--- src/rtl/regfile_ctrl_pkg.sv ---
// ============================================================================
// Module      : regfile_ctrl_pkg
// Description : Shared constants and types for the scalar register-file control.
// Revision    : 1.0
// ============================================================================
`default_nettype none

package regfile_ctrl_pkg;

    localparam int REG_SIZE   = 128;
    localparam int REG_QTY    = 4;
    localparam int SEL_BITS   = 2;
    localparam int NUM_WB_REQ = 3;

    typedef logic [SEL_BITS-1:0] reg_sel_t;
    typedef logic [REG_SIZE-1:0] reg_data_t;

endpackage

`default_nettype wire

--- src/rtl/rr_arbiter.sv ---
// ============================================================================
// Module      : rr_arbiter
// Description : Round-robin arbiter; pointer advances past the winner on a transfer.
// Revision    : 1.0
// ============================================================================
`default_nettype none

module rr_arbiter
    import regfile_ctrl_pkg::*;
#(
    parameter int N     = NUM_WB_REQ,
    parameter int IDX_W = (N > 1) ? $clog2(N) : 1
) (
    input  logic             clk,
    input  logic             reset,
    input  logic [N-1:0]     req,
    input  logic             advance,
    output logic [N-1:0]     grant,
    output logic [IDX_W-1:0] grantIdx
);

    logic [IDX_W-1:0] r_ptr;
    logic [IDX_W-1:0] w_idx;
    logic             w_found;
    logic [IDX_W-1:0] w_ptr_nxt;

    always_comb begin
        int j;
        w_found = 1'b0;
        w_idx   = '0;
        j       = 0;
        for (int k = 0; k < N; k++) begin
            j = (int'(r_ptr) + k) % N;
            if (!w_found && req[j]) begin
                w_found = 1'b1;
                w_idx   = IDX_W'(j);
            end
        end
    end

    // Grant is forced low while reset is held, independent of the pointer.
    assign grant    = (w_found && reset) ? (N'(1) << w_idx) : '0;
    assign grantIdx = w_idx;

    assign w_ptr_nxt = (w_idx == IDX_W'(N - 1)) ? '0 : (w_idx + 1'b1);

    always_ff @(posedge clk or negedge reset) begin
        if (!reset) begin
            r_ptr <= '0;
        end else if (advance) begin
            r_ptr <= w_ptr_nxt;
        end
    end

endmodule

`default_nettype wire

--- src/rtl/regfile_wb_arbiter.sv ---
// ============================================================================
// Module      : regfile_wb_arbiter
// Description : Register-file write-back arbiter with busy-bit scoreboard and stall.
// Revision    : 1.0
// ============================================================================
`default_nettype none

module regfile_wb_arbiter
    import regfile_ctrl_pkg::*;
#(
    parameter int regSize     = REG_SIZE,
    parameter int regQuantity = REG_QTY,
    parameter int selBits     = SEL_BITS,
    parameter int numReq      = NUM_WB_REQ
) (
    input  logic                        clk,
    input  logic                        reset,
    input  logic [numReq-1:0]           reqValid,
    input  logic [numReq*selBits-1:0]   reqReg,
    input  logic [numReq*regSize-1:0]   reqData,
    output logic [numReq-1:0]           reqReady,
    input  logic                        claimValid,
    input  logic [selBits-1:0]          claimReg,
    input  logic [selBits-1:0]          rSel1,
    input  logic [selBits-1:0]          rSel2,
    input  logic                        rdUse1,
    input  logic                        rdUse2,
    output logic                        stall,
    output logic                        regWrEnScalar,
    output logic [selBits-1:0]          regToWrite,
    output logic [regSize-1:0]          dataIn,
    output logic [regQuantity-1:0]      busyMask
);

    localparam int IDX_W = (numReq > 1) ? $clog2(numReq) : 1;

    logic [numReq-1:0]      w_grant;
    logic [IDX_W-1:0]       w_gidx;
    logic                   w_xfer;
    logic                   r_wr_en;
    logic [selBits-1:0]     r_wr_reg;
    logic [regSize-1:0]     r_wr_data;
    logic [regQuantity-1:0] r_busy;
    logic [regQuantity-1:0] w_busy_nxt;

    rr_arbiter #(
        .N     (numReq),
        .IDX_W (IDX_W)
    ) u_arb (
        .clk      (clk),
        .reset    (reset),
        .req      (reqValid),
        .advance  (w_xfer),
        .grant    (w_grant),
        .grantIdx (w_gidx)
    );

    assign reqReady = w_grant;
    assign w_xfer   = |(reqValid & w_grant);

    always_ff @(posedge clk or negedge reset) begin
        if (!reset) begin
            r_wr_en   <= 1'b0;
            r_wr_reg  <= '0;
            r_wr_data <= '0;
        end else begin
            r_wr_en <= w_xfer;
            if (w_xfer) begin
                r_wr_reg  <= reqReg[int'(w_gidx)*selBits +: selBits];
                r_wr_data <= reqData[int'(w_gidx)*regSize +: regSize];
            end
        end
    end

    // A claim outranks a same-cycle commit: it belongs to a newer writer.
    always_comb begin
        w_busy_nxt = r_busy;
        for (int r = 0; r < regQuantity; r++) begin
            if (claimValid && (claimReg == selBits'(r))) begin
                w_busy_nxt[r] = 1'b1;
            end else if (r_wr_en && (r_wr_reg == selBits'(r))) begin
                w_busy_nxt[r] = 1'b0;
            end
        end
    end

    always_ff @(posedge clk or negedge reset) begin
        if (!reset) begin
            r_busy <= '0;
        end else begin
            r_busy <= w_busy_nxt;
        end
    end

    assign stall         = (rdUse1 & r_busy[rSel1]) | (rdUse2 & r_busy[rSel2]);
    assign regWrEnScalar = r_wr_en;
    assign regToWrite    = r_wr_reg;
    assign dataIn        = r_wr_data;
    assign busyMask      = r_busy;

    a_no_claim_on_stall : assert property (@(posedge clk) disable iff (!reset)
        !(claimValid && stall));

    // Re-claiming is legal only in the cycle the previous writer commits.
    a_no_waw : assert property (@(posedge clk) disable iff (!reset)
        !(claimValid && r_busy[claimReg] && !(r_wr_en && (r_wr_reg == claimReg))));

endmodule

`default_nettype wire

--- config.mk ---
export PLATFORM = sky130hd
export DESIGN_NAME = regfile_wb_arbiter
export DESIGN_NICKNAME = d
export VERILOG_FILES = /design/src/rtl/regfile_ctrl_pkg.sv /design/src/rtl/rr_arbiter.sv /design/src/rtl/regfile_wb_arbiter.sv
export SDC_FILE = /design/constraint.sdc
export NUM_CORES = 1
export LEC_CHECK = 0
export CELL_PAD_IN_SITES_DETAIL_PLACEMENT = 0
export CELL_PAD_IN_SITES_GLOBAL_PLACEMENT = 1
export CORE_AREA = 2 2 213 215
export CTS_CLUSTER_SIZE = 30
export DETAILED_ROUTE_END_ITERATION = 7
export DIE_AREA = 0 0 215 217
export GPL_TIMING_DRIVEN = 0
export HOLD_SLACK_MARGIN = 0.08
export MAX_ROUTING_LAYER = met4
export PLACE_DENSITY_LB_ADDON = 0.1
export SKIP_LAST_GASP = 1
export SYNTH_ARGS = -nofsm -noshare
export SYNTH_HDL_FRONTEND = slang
export SYNTH_HIERARCHICAL = 1
export SYNTH_SLANG_ARGS = --single-unit
--- constraint.sdc ---
create_clock -name clk -period 4.2 [get_ports clk]
set_input_delay 1.26 -clock clk [delete_from_list [all_inputs] [get_ports clk]]
set_output_delay 1.26 -clock clk [all_outputs]
set_load 0.05 [all_outputs]
**After elaboration in Yosys (flattened, before gate mapping)**

Index checks and enable logic that the tools add are counted.

- Register bits: 137
- Word-level logic and storage cells: 82
- Memories kept: 0
- Memory bits (writable): 0
- Output and inout port bits: 139
- Input port bits: 404
- Bits in read-only memories: 0
- Bits in latches: 0

- Multipliers: 0
- Mux-type cells: 29
- Magnitude comparators: 5
- Divide/modulo/power cells: 3
- Add/sub/neg operators: 3
- Shifts and indexed selects: 3
- Reductions and logical operators: 20
- Equal/unequal tests: 7
- Bitwise operators: 4

Operators with widths:

| cell | number |
|---|---|
| variable part select 384 x 10 -> 128 bit | 1 |
| < comparator 32 x 4 -> 1 bit, second input constant | 3 |
| modulo 32 x 3 -> 32 bit, second input constant | 2 |
| modulo 3 x 3 -> 32 bit, second input constant | 1 |
| two-way mux 1 bit | 19 |
| logical AND 1 bit | 11 |
| binary-select mux 1 bit (select 2 bit) | 5 |
| equality test 2 bit, second input constant | 5 |
| two-way mux 2 bit | 4 |
| nonzero test 2 bit | 4 |
| < comparator 2 x 3 -> 1 bit, second input constant | 2 |
| variable part select 6 x 4 -> 2 bit | 1 |
| equality test 2 x 1 -> 1 bit, second input constant | 2 |
| logical NOT 2 bit | 2 |
| adder 2 x 1 -> 3 bit, second input constant | 1 |
| adder 2 x 2 -> 3 bit, second input constant | 1 |
| bitwise AND 3 bit | 1 |
| two-way mux 3 bit | 1 |
| OR reduction 3 bit | 1 |
| << shifter 1 x 2 -> 3 bit, first input constant | 1 |
| adder 2 x 1 -> 2 bit, second input constant | 1 |
| bitwise AND 1 bit | 2 |
| logical NOT 1 bit | 2 |
| bitwise OR 1 bit | 1 |

**Longest topological paths before layout**

Gate-level depths: netlist (run 1).

- Depth after elaboration: 15
- Gate-level depth with buffers: 14
- Depth with buffers taken out: 12

**Cells and area by module**

The synthesis (run 1) kept the hierarchy.

Modules (own cells, without submodules):

| module | area each (um^2) | instances | cells each |
|---|---|---|---|
| regfile_wb_arbiter | 7602.3 | 1 | 713 |
| rr_arbiter | 425.4 | 1 | 56 |

**Worst setup path after synthesis (run 1)**

OpenSTA, ideal clock, no wires.

- Kind: input port to output port
- From: input port reqValid[2]
- To: output port reqReady[2]
- Data arrival time: 2.981 ns
- Setup slack: -0.041 ns
- Cell stages on the path: 5
- Cells stage by stage: clkbuf_1 a21oi_1 a221o_1 or3_4 nor2_1

- Word-level cells in the longest chain between the ends: 12
- Elaborated cells on any way between the ends: 22
- Classes of those cells: 1 x shift; 16 x mux; 5 x reduce/logical

Ends and longest elaborated chain:

| item | line | text |
|---|---|---|
| start, declared | regfile_wb_arbiter.sv:18 | `input logic [numReq-1:0] reqValid,` |
| binary-select mux 1 bit (select 2 bit) | rr_arbiter.sv:34 | `if (!w_found && req[j]) begin` |
| two-way mux 1 bit (not written as such) (2 in a row) | rr_arbiter.sv:34 |  |
| two-way mux 1 bit | rr_arbiter.sv:34 |  |
| logical NOT 1 bit | rr_arbiter.sv:34 |  |
| logical AND 1 bit | rr_arbiter.sv:34 |  |
| two-way mux 1 bit | rr_arbiter.sv:34 |  |
| logical NOT 1 bit | rr_arbiter.sv:34 |  |
| logical AND 1 bit | rr_arbiter.sv:34 |  |
| two-way mux 2 bit / two-way mux 1 bit (equally long branches) | rr_arbiter.sv:34 |  |
| << shifter 1 x 2 -> 3 bit / logical AND 1 bit (equally long branches) | rr_arbiter.sv:42 | `assign grant = (w_found && reset) ? (N'(1) << w_idx) : '0;` |
| two-way mux 3 bit * | rr_arbiter.sv:42 |  |
| end, declared | regfile_wb_arbiter.sv:21 | `output logic [numReq-1:0] reqReady,` |

Mark *: on every way between the ends. The rest lies on a longest branch, timed or not. The select of a mux whose other input is x is not followed.

**Final worst setup path (run 1)**

- From: input port reqValid[1]
- To: output port reqReady[0]

The elaborated chain is that of the path after synthesis.

==> metrics.cfg, run 1 <==
[power]
power.clock.fraction = 0.107
switching_power_w = 0.00660
power_density_nw_per_um2 = 864
leakage_nw = 6.03
p_comb_frac = 0.708
p_sw_frac = 0.517
seq_power_share = 0.185
internal_power_w = 0.00618
ir_drop_uv = 263

[global_routing]
first_global_vias = 8763
initial_antenna_violation_count = 2
first_pass_grt_wire_length_mm = 60.1
grt_remaining_overflow = 0
grt_util_all_layers = 0.181
largest_net_degree_at_the_start_of_global_routing = 57

[cts]
ctsHtreeMaxLevel = 4
post_cts_setup_buffers = 0
clock_tree.buffer_depth = 2
clock_tree.root_cell = sky130_fd_sc_hd__clkbuf_16
numCtsBuffers = 17
clock_latency_at_the_later_pin_of_the_worst_skew_pair_ns = 0.44
path_clk_slew_ns = 0.06
clock-sinks = 137
tritoncts_clock_tree = done

[placed_design]
placed_cells_incl_taps = 1912
port_buffers = 542
hpwlAfterDp_mm = 33.2
place.gp.congestion = 0.807
placement.setup.worst_slack_ns = -1.17

[yosys]
dominantRegCellSynth = sky130_fd_sc_hd__dfrtp_1
yosys-mux-area-fraction = 0.230
post_synthesis_compound_gate_area_fraction = 0.228
synth_top_cells_by_area = sky130_fd_sc_hd__dfrtp_1 43%, sky130_fd_sc_hd__mux2_2 14%, sky130_fd_sc_hd__a221oi_1 11%
yosys.cell_types.count = 40
synth_area_per_cell_sq_um = 10.4
synthSimpleGateAreaFrac = 0.0165
mappedNetlistNets = 1177
synth_top_area_share = 0.427
synth_enable_flop_cells = 0
post_synthesis_cell_type_with_the_largest_combined_area = sky130_fd_sc_hd__dfrtp_1
synth_warnings = 6
syn-instance-count = 769
xor_and_xnor_fraction_of_the_mapped_netlist_area = 0
syn_area_sq_um = 8030
main_combinational_cell_family_by_area_after_synthesis = multiplexers
synth-seq-area-share = 0.427
synth.top_cells.by_count = 137 x sky130_fd_sc_hd__dfrtp_1, 109 x sky130_fd_sc_hd__inv_1, 102 x sky130_fd_sc_hd__a21oi_1
ys_seq_elements = 137
synthMostInstantiatedCell = sky130_fd_sc_hd__dfrtp_1
synth_async_sr_flop_share = 1.00
share_of_synthesized_cell_area_in_full_adder_half_adder_and_majority_cells = 0.00623

[floorplan]
num_rows = 78
fp.coreArea_sq_um = 44700
io_pins = 543
die_h_um = 217
die_x_um = 215
initial_utilization = 0.180
area_of_the_die_sq_um = 46700

[worst_hold_path]
timing.hold.worst_path_depth = 1
min-delay-path-class = register to register

[setup_path]
cp_cell_sequence = dlygate4sd2_1 > and2_1 > a2111o_1 > a32oi_2 > or3_4 > nor3b_4 > buf_6
reg2reg_depth = 12
crit_fanout = 6
crit_path_start_kind = primary input
crit_path_top_delay_cell = sky130_fd_sc_hd__a2111o_1
critPathCaptureType = output port
worst_path_largest_cell_delay_ns = 0.43
cp_num_buf_inv = 2
timing.critical_path.depth = 7
critPathRequiredTime_ns = 2.94
critPathTopFamily = compound AO/OA/AOI/OAI gates
crit_type = primary input to output port
cp_data_arrival_time_ns = 2.96

[timing]
grt_setup_unrepaired = true
maxSlewViolCount = 0
timing.slew.headroom = 0.513
final_hold_violating_endpoints = 0
final.period_utilization = 1.00
hold_ws_ns = 0.486
fmax_ghz = 0.237
post-route-min-period_ns = 4.22
report.final.setup_viol = 1
worst_case_setup_margin_in_the_final_layout_ns = -0.0168
worst_slew_pin_slew_ns = 0.730
fin_setup_tns_ns = -0.0168
fin_worst_skew_ns = 0.00541

[layout]
area_growth_syn_to_layout_pct = 84.4
drive_gt1_frac = 0.138
layout.filler_cells = 4696
utilization = 0.331
number_of_non_filler_instances_in_the_completed_layout = 1941
final_net_count = 1739

[route]
vias = 8311
route.detailed.drc = 0
routed_wire_length_per_instance_um = 21.4
dr.first_iter.drc_count = 261
drt-pass1-iter-count = 4
ant_nets = 0
avgViaCountPerCell = 4.28
routed_wirelength_mm = 41.6

[status]
failed_checks = setup timing
run_status = complete, but fails checks

[flow_run]
max_cap_violations = 0

-- worst reg2reg max path, stage by stage, from the launching register on --
cell and delay (ns):
sky130_fd_sc_hd__dfrtp_1 0.38, sky130_fd_sc_hd__inv_1 0.09, sky130_fd_sc_hd__ha_1 0.31, sky130_fd_sc_hd__buf_6 0.14, sky130_fd_sc_hd__mux2_4 0.29, sky130_fd_sc_hd__a221o_1 0.31
sky130_fd_sc_hd__or3_4 0.36, sky130_fd_sc_hd__nor3b_4 0.17, sky130_fd_sc_hd__a222oi_1 0.51, sky130_fd_sc_hd__buf_2 0.50, sky130_fd_sc_hd__buf_2 0.36, sky130_fd_sc_hd__a221oi_1 0.11
sky130_fd_sc_hd__a21oi_1 0.16
-- state kept, by name (all words and copies together), names as in the netlist --
signal         flops
busyMask           4
u_arb/r_ptr        2
regWrEnScalar      1
regToWrite         2
dataIn           128
-- power groups by stage --
stage / sequential, W / clock (W) / combinational (W)
floorplan: 0.00457 / 0 / 0.00365
global placement: 0.00237 / 0 / 0.00921
detailed placement: 0.00239 / 0 / 0.00920
CTS: 0.00238 / 0.00143 / 0.00924
global route: 0.00245 / 0.00148 / 0.00973
finish: 0.00236 / 0.00137 / 0.00905
-- cells in the final DEF, fill, tap and decap left out, types with 2 or more instances in the layout --
cell	instances
sky130_fd_sc_hd__mux2_1	29
sky130_fd_sc_hd__buf_2	41
sky130_fd_sc_hd__nand2_1	4
sky130_fd_sc_hd__clkbuf_1	24
sky130_fd_sc_hd__diode_2	2
sky130_fd_sc_hd__clkinv_2	3
sky130_fd_sc_hd__inv_1	109
sky130_fd_sc_hd__ha_1	4
sky130_fd_sc_hd__clkdlybuf4s50_1	534
sky130_fd_sc_hd__clkbuf_2	2
sky130_fd_sc_hd__buf_8	2
sky130_fd_sc_hd__o21ai_0	9
sky130_fd_sc_hd__dlygate4sd2_1	3
sky130_fd_sc_hd__o22ai_1	4
sky130_fd_sc_hd__mux2_2	101
sky130_fd_sc_hd__nor2b_1	3
sky130_fd_sc_hd__o2bb2ai_1	30
sky130_fd_sc_hd__a21oi_1	102
sky130_fd_sc_hd__clkbuf_16	17
sky130_fd_sc_hd__a21boi_0	2
sky130_fd_sc_hd__clkbuf_8	4
sky130_fd_sc_hd__buf_6	2
sky130_fd_sc_hd__dfrtp_1	137
sky130_fd_sc_hd__mux4_2	2
sky130_fd_sc_hd__nand2b_1	3
sky130_fd_sc_hd__mux2i_1	32
sky130_fd_sc_hd__buf_1	6
sky130_fd_sc_hd__nor2_1	3
sky130_fd_sc_hd__nor3b_1	2
sky130_fd_sc_hd__o21ai_1	2
sky130_fd_sc_hd__a221oi_1	100
-- worst paths after layout --
check	start	end	slack [ns]
min in group asynchronous	reset	dataIn[6]$_DFFE_PN0P_	0.73
max in group asynchronous	reset	dataIn[69]$_DFFE_PN0P_	2.70
min reg2reg	dataIn[113]$_DFFE_PN0P_	dataIn[113]$_DFFE_PN0P_	0.49
max reg2reg	u_arb/r_ptr[0]$_DFFE_PN0P_	dataIn[7]$_DFFE_PN0P_	0.43
min	dataIn[113]$_DFFE_PN0P_	dataIn[113]$_DFFE_PN0P_	0.49
max	reqValid[1]	reqReady[0]	-0.02
-- cells by family after synthesis --
group           Yosys count
compound gates          259
buf+inv                 182
mux                     165
flops                   137
simple gates             22
fa+ha+maj                 4
-- routing by layer --
| layer | vias up | GRT usage | wire length, um |
|---|---|---|---|
| met5 | - | - | 0 |
| met4 | 0 | 0.0497 | 733 |
| met3 | 35 | 0.0502 | 2790 |
| met2 | 307 | 0.308 | 20900 |
| met1 | 4013 | 0.209 | 17200 |
| li1 | 3956 | - | - |
-- through the flow --
step                      total power, W  instance area, sq um
after floorplan                  0.00822                  8030
after global placement            0.0116                 14200
after detailed placement          0.0116                 14200
after CTS                         0.0130                 14800
after global routing              0.0137                 14800
final                             0.0128                 14800
-- what timing repair did --
item | 4_1_cts | 5_1_grt
resized for setup | 31 | 6
gates cloned | 1 | 0
hold buffers | 0 | 0
endpoints found under the setup margin | 134 | 3
pin swaps | 3 | 0
-- layout make-up --
type                            count  area [sq um]  area share
Antenna cell                        2          5.00    0.000338
Buffer                             71           339      0.0229
Clock buffer                       23           478      0.0323
Clock inverter                      4          22.5     0.00152
Inverter                          110           413      0.0279
Multi-Input combinational cell    450          3880       0.262
Sequential cell                   137          3430       0.232
Tap cell                          600           751      0.0507
Timing Repair Buffer              544          5480       0.370
(Power assumes the default switching activity.)
==> inputs of run 2 (changes only) <==
--- a/config.mk
+++ b/config.mk
@@ -5,6 +5,7 @@
 export SDC_FILE = /design/constraint.sdc
 export NUM_CORES = 1
 export LEC_CHECK = 0
+export CAP_MARGIN = 20
 export CELL_PAD_IN_SITES_DETAIL_PLACEMENT = 0
 export CELL_PAD_IN_SITES_GLOBAL_PLACEMENT = 1
 export CORE_AREA = 2 2 213 215
==> results of run 2 <==
No change in the layout: final DEF, timing and power equal those of run 1.
==> inputs of run 3 (changes only) <==
--- a/config.mk
+++ b/config.mk
@@ -6,8 +6,6 @@
 export NUM_CORES = 1
 export LEC_CHECK = 0
 export CAP_MARGIN = 20
-export CELL_PAD_IN_SITES_DETAIL_PLACEMENT = 0
-export CELL_PAD_IN_SITES_GLOBAL_PLACEMENT = 1
 export CORE_AREA = 2 2 213 215
 export CTS_CLUSTER_SIZE = 30
 export DETAILED_ROUTE_END_ITERATION = 7
@@ -15,9 +13,7 @@
 export GPL_TIMING_DRIVEN = 0
 export HOLD_SLACK_MARGIN = 0.08
 export MAX_ROUTING_LAYER = met4
-export PLACE_DENSITY_LB_ADDON = 0.1
 export SKIP_LAST_GASP = 1
 export SYNTH_ARGS = -nofsm -noshare
 export SYNTH_HDL_FRONTEND = slang
-export SYNTH_HIERARCHICAL = 1
 export SYNTH_SLANG_ARGS = --single-unit
==> constraint.sdc (replaced) <==
create_clock -name clk -period 3.6 [get_ports clk]
set_input_delay 1.08 -clock clk [delete_from_list [all_inputs] [get_ports clk]]
set_output_delay 1.08 -clock clk [all_outputs]
set_load 0.05 [all_outputs]
==> run 3 against run 2 <==
Compared with the run above: the flow now stops in detailed routing; global-route usage down 1.6 points; synthesized area is 3.5% lower; synthesized cell count is 0.39% higher.
==> metrics.cfg, run 3 <==
[global_routing]
largest_net_degree_at_the_start_of_global_routing = 73
grt_util_all_layers = 0.164
grt_remaining_overflow = 0
first_global_vias = 8744
initial_antenna_violation_count = 6
first_pass_grt_wire_length_mm = 54.6

[floorplan]
die_x_um = 215
initial_utilization = 0.173
io_pins = 543
num_rows = 78
die_h_um = 217

[placed_design]
dpl_cell_area_sq_um = 14100
place.gp.congestion = 0.836
hpwlAfterDp_mm = 30.5
port_buffers = 541
placed_cells_incl_taps = 1915

[yosys]
ys_seq_elements = 137
synth_top_area_share = 0.443
syn-instance-count = 772
synth_async_sr_flop_share = 1.00
dominantRegCellSynth = sky130_fd_sc_hd__dfrtp_1
synthMostInstantiatedCell = sky130_fd_sc_hd__dfrtp_1
synth_top_cells_by_area = sky130_fd_sc_hd__dfrtp_1 44%, sky130_fd_sc_hd__mux2i_1 17%, sky130_fd_sc_hd__a22o_1 15%
post_synthesis_cell_type_with_the_largest_combined_area = sky130_fd_sc_hd__dfrtp_1
synth-seq-area-share = 0.443
synth_area_per_cell_sq_um = 10.0
syn_area_sq_um = 7740
mappedNetlistNets = 1180
yosys.cell_types.count = 31
synth.top_cells.by_count = 137 x sky130_fd_sc_hd__dfrtp_1, 136 x sky130_fd_sc_hd__inv_1, 134 x sky130_fd_sc_hd__mux2i_1
synth_warnings = 0
synth_enable_flop_cells = 0

[cts]
numCtsBuffers = 17
ctsHtreeMaxLevel = 4
clock_tree.root_cell = sky130_fd_sc_hd__clkbuf_16
clock_tree.buffer_depth = 2
clock-sinks = 137

[timing]
grt-worst-endpoint = reqReady[1]
worst-ep-kind = primary output

[status]
error = [ERROR DRT-0255] Maze Route cannot find path of net reqData[273] in worker of routeBox ( 193200 96600 ) ( 215000 144900 ).
stop_stage = detailed routing
run_status = did not finish

[run 3: changes by cell type after synthesis, sizes merged, moves of 3 or more]
cell / change
a221oi: -100
a21oi: +30
nor2b: +3
o2bb2ai: -30
a22o: +130
mux2i: +102
o22ai: -3
mux2: -131
nor2: -3
nor3b: -3
inv: +26
buf: -22
clkbuf: +7
[run 3: per-stage QoR]
| stage | hold WS (ns) | setup WS [ns] |
|---|---|---|
| floorplan | 0.520 | -0.202 |
| global placement | 0.505 | -6.58 |
| detailed placement | 0.509 | -2.14 |
| CTS | 0.519 | -0.0785 |
| global route | 0.526 | -0.128 |
[run 3: cell families after synthesis]
family          Yosys count  synth area share
compound gates          283             0.254
buf+inv                 193             0.105
flops                   137             0.443
mux                     136             0.179
simple gates             19            0.0132
fa+ha+maj                 4           0.00646
[run 3: metal layers]
layer	track usage
met4	0.0611
met2	0.287
met3	0.0439
met1	0.180
met5	-
[run 3: timing repair]
action	in CTS	in global routing
endpoints found under the setup margin	134	23
buffers inserted	16	3
hold buffers	0	0
gates resized for setup	57	10
pin swaps	6	6
==> inputs of run 4 (changes only) <==
--- a/config.mk
+++ b/config.mk
@@ -6,13 +6,11 @@
 export NUM_CORES = 1
 export LEC_CHECK = 0
 export CAP_MARGIN = 20
-export CORE_AREA = 2 2 213 215
-export CTS_CLUSTER_SIZE = 30
+export CORE_AREA = 2 2 209 211
 export DETAILED_ROUTE_END_ITERATION = 7
-export DIE_AREA = 0 0 215 217
+export DIE_AREA = 0 0 211 213
 export GPL_TIMING_DRIVEN = 0
-export HOLD_SLACK_MARGIN = 0.08
-export MAX_ROUTING_LAYER = met4
+export PLACE_DENSITY_LB_ADDON = 0.15
 export SKIP_LAST_GASP = 1
 export SYNTH_ARGS = -nofsm -noshare
 export SYNTH_HDL_FRONTEND = slang
==> constraint.sdc (replaced) <==
create_clock -name clk -period 4.7 [get_ports clk]
set_input_delay 1.41 -clock clk [delete_from_list [all_inputs] [get_ports clk]]
set_output_delay 1.41 -clock clk [all_outputs]
set_load 0.05 [all_outputs]
==> run 4 against run 3 <==
Compared with the run above: the run now ends clean; synthesized area unchanged; global-route usage decreased by 0.71 points; synthesized cell count unchanged.
==> metrics.cfg, run 4 <==
[status]
run_status = completed

[cts]
cts_hold_buffers = 0
ctsHtreeMaxLevel = 4
clock_latency_at_the_later_pin_of_the_worst_skew_pair_ns = 0.44
numCtsBuffers = 17
clock_tree.root_cell = sky130_fd_sc_hd__clkbuf_16
tritoncts_clock_tree = done
path_clk_slew_ns = 0.06
clock_tree.buffer_depth = 2
clock-sinks = 137

[layout]
design_area_sq_um = 14700
area_growth_syn_to_layout_pct = 89.2
layout.cells.most_common_list = 535 x sky130_fd_sc_hd__clkdlybuf4s50_1, 137 x sky130_fd_sc_hd__dfrtp_1, 136 x sky130_fd_sc_hd__inv_1, 133 x sky130_fd_sc_hd__mux2i_1
final_common_cell = sky130_fd_sc_hd__clkdlybuf4s50_1
number_of_non_filler_instances_in_the_completed_layout = 1900
layout.filler_cells = 4391
largest_register_ff_count = 128
drive_gt1_frac = 0.0584
multi_input_comb_area_sq_um = 3550
final_net_count = 1748
ff_latch_area_sq_um = 3430

[placed_design]
placed_cells_incl_taps = 1863
dpl_cell_area_sq_um = 13900
hpwlAfterDp_mm = 28.9
place.gp.congestion = 0.788
placement.setup.worst_slack_ns = -2.28
port_buffers = 541

[yosys]
synth_top_area_share = 0.443
post_synthesis_cell_type_with_the_largest_combined_area = sky130_fd_sc_hd__dfrtp_1
synth_async_sr_flop_share = 1.00
synth-seq-area-share = 0.443
post_synthesis_compound_gate_area_fraction = 0.254
synth_top_cells_by_area = sky130_fd_sc_hd__dfrtp_1 44%, sky130_fd_sc_hd__mux2i_1 17%, sky130_fd_sc_hd__a22o_1 15%
main_combinational_cell_family_by_area_after_synthesis = compound AO/OA/AOI/OAI gates
share_of_synthesized_cell_area_in_full_adder_half_adder_and_majority_cells = 0.00646
yosys-mux-area-fraction = 0.179
synth.top_cells.by_count = 137 x sky130_fd_sc_hd__dfrtp_1, 136 x sky130_fd_sc_hd__inv_1, 134 x sky130_fd_sc_hd__mux2i_1
syn_area_sq_um = 7740
xor_and_xnor_fraction_of_the_mapped_netlist_area = 0
synth_warnings = 0
synthSimpleGateAreaFrac = 0.0132
synth_area_per_cell_sq_um = 10.0
dominantRegCellSynth = sky130_fd_sc_hd__dfrtp_1
synthMostInstantiatedCell = sky130_fd_sc_hd__dfrtp_1
mappedNetlistNets = 1180
synth_enable_flop_cells = 0
yosys.cell_types.count = 31
syn-instance-count = 772
ys_seq_elements = 137

[setup_path]
critPathCaptureType = output port
crit_path_start_kind = primary input
critPathRequiredTime_ns = 3.29
cp_data_arrival_time_ns = 3.17
crit_type = primary input to output port
crit_fanout = 12

[timing]
post-route-min-period_ns = 4.58
final_hold_violating_endpoints = 0
fin_worst_skew_ns = 0.00791
worst_case_setup_margin_in_the_final_layout_ns = 0.122
grt_setup_unrepaired = false
maxSlewViolCount = 0
timing.slew.headroom = 0.592
worst_slew_pin_slew_ns = 0.612
report.final.setup_viol = 0
fmax_ghz = 0.218
final.period_utilization = 0.974
fin_setup_tns_ns = 0

[route]
routed_wire_length_per_instance_um = 19.2
dr.first_iter.drc_count = 263
ant_nets = 0
routed_wirelength_mm = 36.6
drt-pass1-iter-count = 5
vias = 7944
avgViaCountPerCell = 4.18
route.detailed.drc = 0

[global_routing]
grt_remaining_overflow = 0
initial_antenna_violation_count = 4
first_pass_grt_wire_length_mm = 52.0
largest_net_degree_at_the_start_of_global_routing = 81
grt_util_all_layers = 0.157
first_global_vias = 8339

[floorplan]
num_rows = 76
die_x_um = 211
initial_utilization = 0.181
io_pins = 543
die_h_um = 213
area_of_the_die_sq_um = 44900
fp.coreArea_sq_um = 42700

[power]
ir_drop_uv = 257
design_power_total_w = 0.0117
leakage_nw = 6.19
power_density_nw_per_um2 = 796

[flow_run]
max_cap_violations = 0

[worst_hold_path]
min-delay-path-class = register to register

[run 4: area by class of cell]
type	count	share of cell area
Timing Repair Buffer	551	0.378
Multi-Input combinational cell	442	0.243
Sequential cell	137	0.234
Tap cell	546	0.0466
Inverter	136	0.0348
Clock buffer	22	0.0324
Buffer	55	0.0214
Clock inverter	10	0.00965
Antenna cell	1	0.000171
[run 4: path summary, 6_finish.rpt]
kind	slack, ns	startpoint	cells after the start	end
worst max-delay path	0.12	reqValid[0]	7	reqReady[2]
worst min register to register	0.51	dataIn[100]$_DFFE_PN0P_	2	dataIn[100]$_DFFE_PN0P_
min in group asynchronous	0.87	reset	1	dataIn[85]$_DFFE_PN0P_
worst max register to register	1.12	u_arb.r_ptr[0]$_DFFE_PN0P_	12	dataIn[1]$_DFFE_PN0P_
max in group asynchronous	2.98	reset	2	dataIn[8]$_DFFE_PN0P_
worst min-delay path	0.51	dataIn[100]$_DFFE_PN0P_	2	dataIn[100]$_DFFE_PN0P_
[run 4: power by group]
group	switching, W	internal [W]	leakage (nW)
registers	0.000361	0.00182	1.61
logic	0.00500	0.00304	4.28
clock network	0.000570	0.000879	0.297
[run 4: routing by layer]
layer / global-route usage / share of wire / vias to the layer above
li1: - / - / 3870
met1: 0.184 / 0.41 / 3763
met2: 0.277 / 0.50 / 272
met3: 0.0454 / 0.062 / 35
met4: 0.0510 / 0.018 / 4
met5: 0 / 0.00082 / -
[run 4: worst max-delay path: stages]
cell                            delay, ns
sky130_fd_sc_hd__dlygate4sd2_1       0.28
sky130_fd_sc_hd__mux2i_2             0.25
sky130_fd_sc_hd__o22ai_2             0.18
sky130_fd_sc_hd__o41ai_4             0.44
sky130_fd_sc_hd__buf_12              0.23
sky130_fd_sc_hd__nor2b_4             0.15
sky130_fd_sc_hd__buf_4               0.21
[run 4: kinds of logic after synthesis]
logic type	Yosys count
flops	137
compound gates	283
mux	136
simple gates	19
buf+inv	193
fa+ha+maj	4
[run 4: through the flow]
step / util / hold WS [ns]
after floorplan: - / 0.520
after detailed placement: 0.326 / 0.508
after global routing: 0.343 / 0.532
after global placement: 0.325 / 0.503
final: 0.343 / 0.514
after CTS: 0.342 / 0.519
[run 4: timing repair]
action | 4_1_cts | 5_1_grt
cloned | 0 | 1
setup endpoints to repair | 4 | 3
gates resized for setup | 33 | 3
setup buffers | 4 | 1
pin swaps | 2 | 2
==> RTL change (config.mk and constraints of run 2) <==
Reset style: synchronous (`reset`), changed in 3 clocked blocks.
--- a/src/rtl/rr_arbiter.sv
+++ b/src/rtl/rr_arbiter.sv
@@ -44,7 +44,7 @@
 
     assign w_ptr_nxt = (w_idx == IDX_W'(N - 1)) ? '0 : (w_idx + 1'b1);
 
-    always_ff @(posedge clk or negedge reset) begin
+    always_ff @(posedge clk) begin
         if (!reset) begin
             r_ptr <= '0;
         end else if (advance) begin
--- a/src/rtl/regfile_wb_arbiter.sv
+++ b/src/rtl/regfile_wb_arbiter.sv
@@ -58,7 +58,7 @@
     assign reqReady = w_grant;
     assign w_xfer   = |(reqValid & w_grant);
 
-    always_ff @(posedge clk or negedge reset) begin
+    always_ff @(posedge clk) begin
         if (!reset) begin
             r_wr_en   <= 1'b0;
             r_wr_reg  <= '0;
@@ -84,7 +84,7 @@
         end
     end
 
-    always_ff @(posedge clk or negedge reset) begin
+    always_ff @(posedge clk) begin
         if (!reset) begin
             r_busy <= '0;
         end else begin
Behaviour: not the same (a bounded check fails within 4 cycles, from zero or initial values and one cycle with reset low; the reset may be asserted at any time).
==> RTL change against run 2 <==
- synthesized area up 3.6%
- sequential cell count unchanged
- design area is 2.7% higher
- total power down 31%
- combinational power down 41%
- maximum frequency is 2.7% higher
- routed wire length fell by 0.54%
- setup slack better by 0.11 ns
- highest routed layer unchanged
==> RTL change: results <==
{
  "ys_types": 43,
  "r2r_end": "dataIn[6]$_SDFFE_PN0P_",
  "drive_gt1_frac": 0.187,
  "cp_top_family": "buffers and inverters",
  "nFlopsAndLatches": 137,
  "p_seq_uw": 1880,
  "holdCritStartpoint": "dataIn[14]$_SDFFE_PN0P_",
  "bufAreaShareNonClock": 0.396,
  "clock_area_frac": 0.0398,
  "pg_clk_uw": 1590,
  "p_leak_uw": 0.00689,
  "multi_input_gates": 459,
  "status": "completed",
  "nNonClkBuffers": 639,
  "vias": 8432,
  "setup_slack_ns": 0.0950,
  "grt_max_degree": 17,
  "drt_first_pass_iters": 5,
  "antenna_cells": 0,
  "dp.cells": 1838,
  "register_area_um2": 2740,
  "pwr-share-seq": 0.213,
  "ys_seq_area_frac": 0.330,
  "clkbuf_count": 20,
  "crit_slowest_cell": "a2111oi_4",
  "synthTopCellsByCount": "dfxtp_1, a221o_1, o211a_1, mux2_4, clkbuf_1",
  "syn-num-nets": 1104,
  "dp_hpwl_mm": 33.4,
  "worst_pin_slew_ns": 1.08,
  "antenna_found_initial": 0,
  "post-place-ws_ns": -0.946,
  "place.gp.congestion": 0.788,
  "grt_pass1_vias": 8742,
  "synth_area_leaders": "dfxtp_1, mux2_4, a221o_1",
  "via_per_inst": 4.50,
  "sw_frac_of_total": 0.444,
  "hold_end": "dataIn[14]$_SDFFE_PN0P_",
  "r2r_start": "u_arb/r_ptr[0]$_SDFFE_PN0P_",
  "grt_pass1_wl_mm": 59.4,
  "post_cts_buffers": 5,
  "holdWs_ns": 0.495
}
RTL change: cell count changes in the layout (fill, tap and decap cells not counted), sizes merged, moves of 6 or more:
cell            run 2  this run
o2bb2ai            30         0
o211a               0       130
dfxtp               0       137
a21oi             102         4
a221o               1       130
o21ai              11         5
clkbuf             47        67
mux2i              32         3
dfrtp             137         0
a221oi            100         0
inv               110         9
RTL change: cell families (layout without fill, tap and decap cells):
| kind of cell | Yosys count | after routing | share of synthesized area |
|---|---|---|---|
| AO/OA/AOI/OAI | 287 | 287 | 0.340 |
| adder cells (fa/ha/maj) | 4 | 4 | 0.00602 |
| buffers and inverters | 100 | 679 | 0.0697 |
| flip-flops | 137 | 137 | 0.330 |
| multiplexers | 135 | 135 | 0.230 |
| AND/OR/NAND/NOR | 33 | 33 | 0.0239 |
RTL change: per-layer routing:
metal	up-vias	track usage	routed length, um
met2	307	0.307	20700
li1	4008	-	-
met3	16	0.0531	2810
met1	4101	0.204	17500
met5	-	-	0
met4	0	0.0331	339
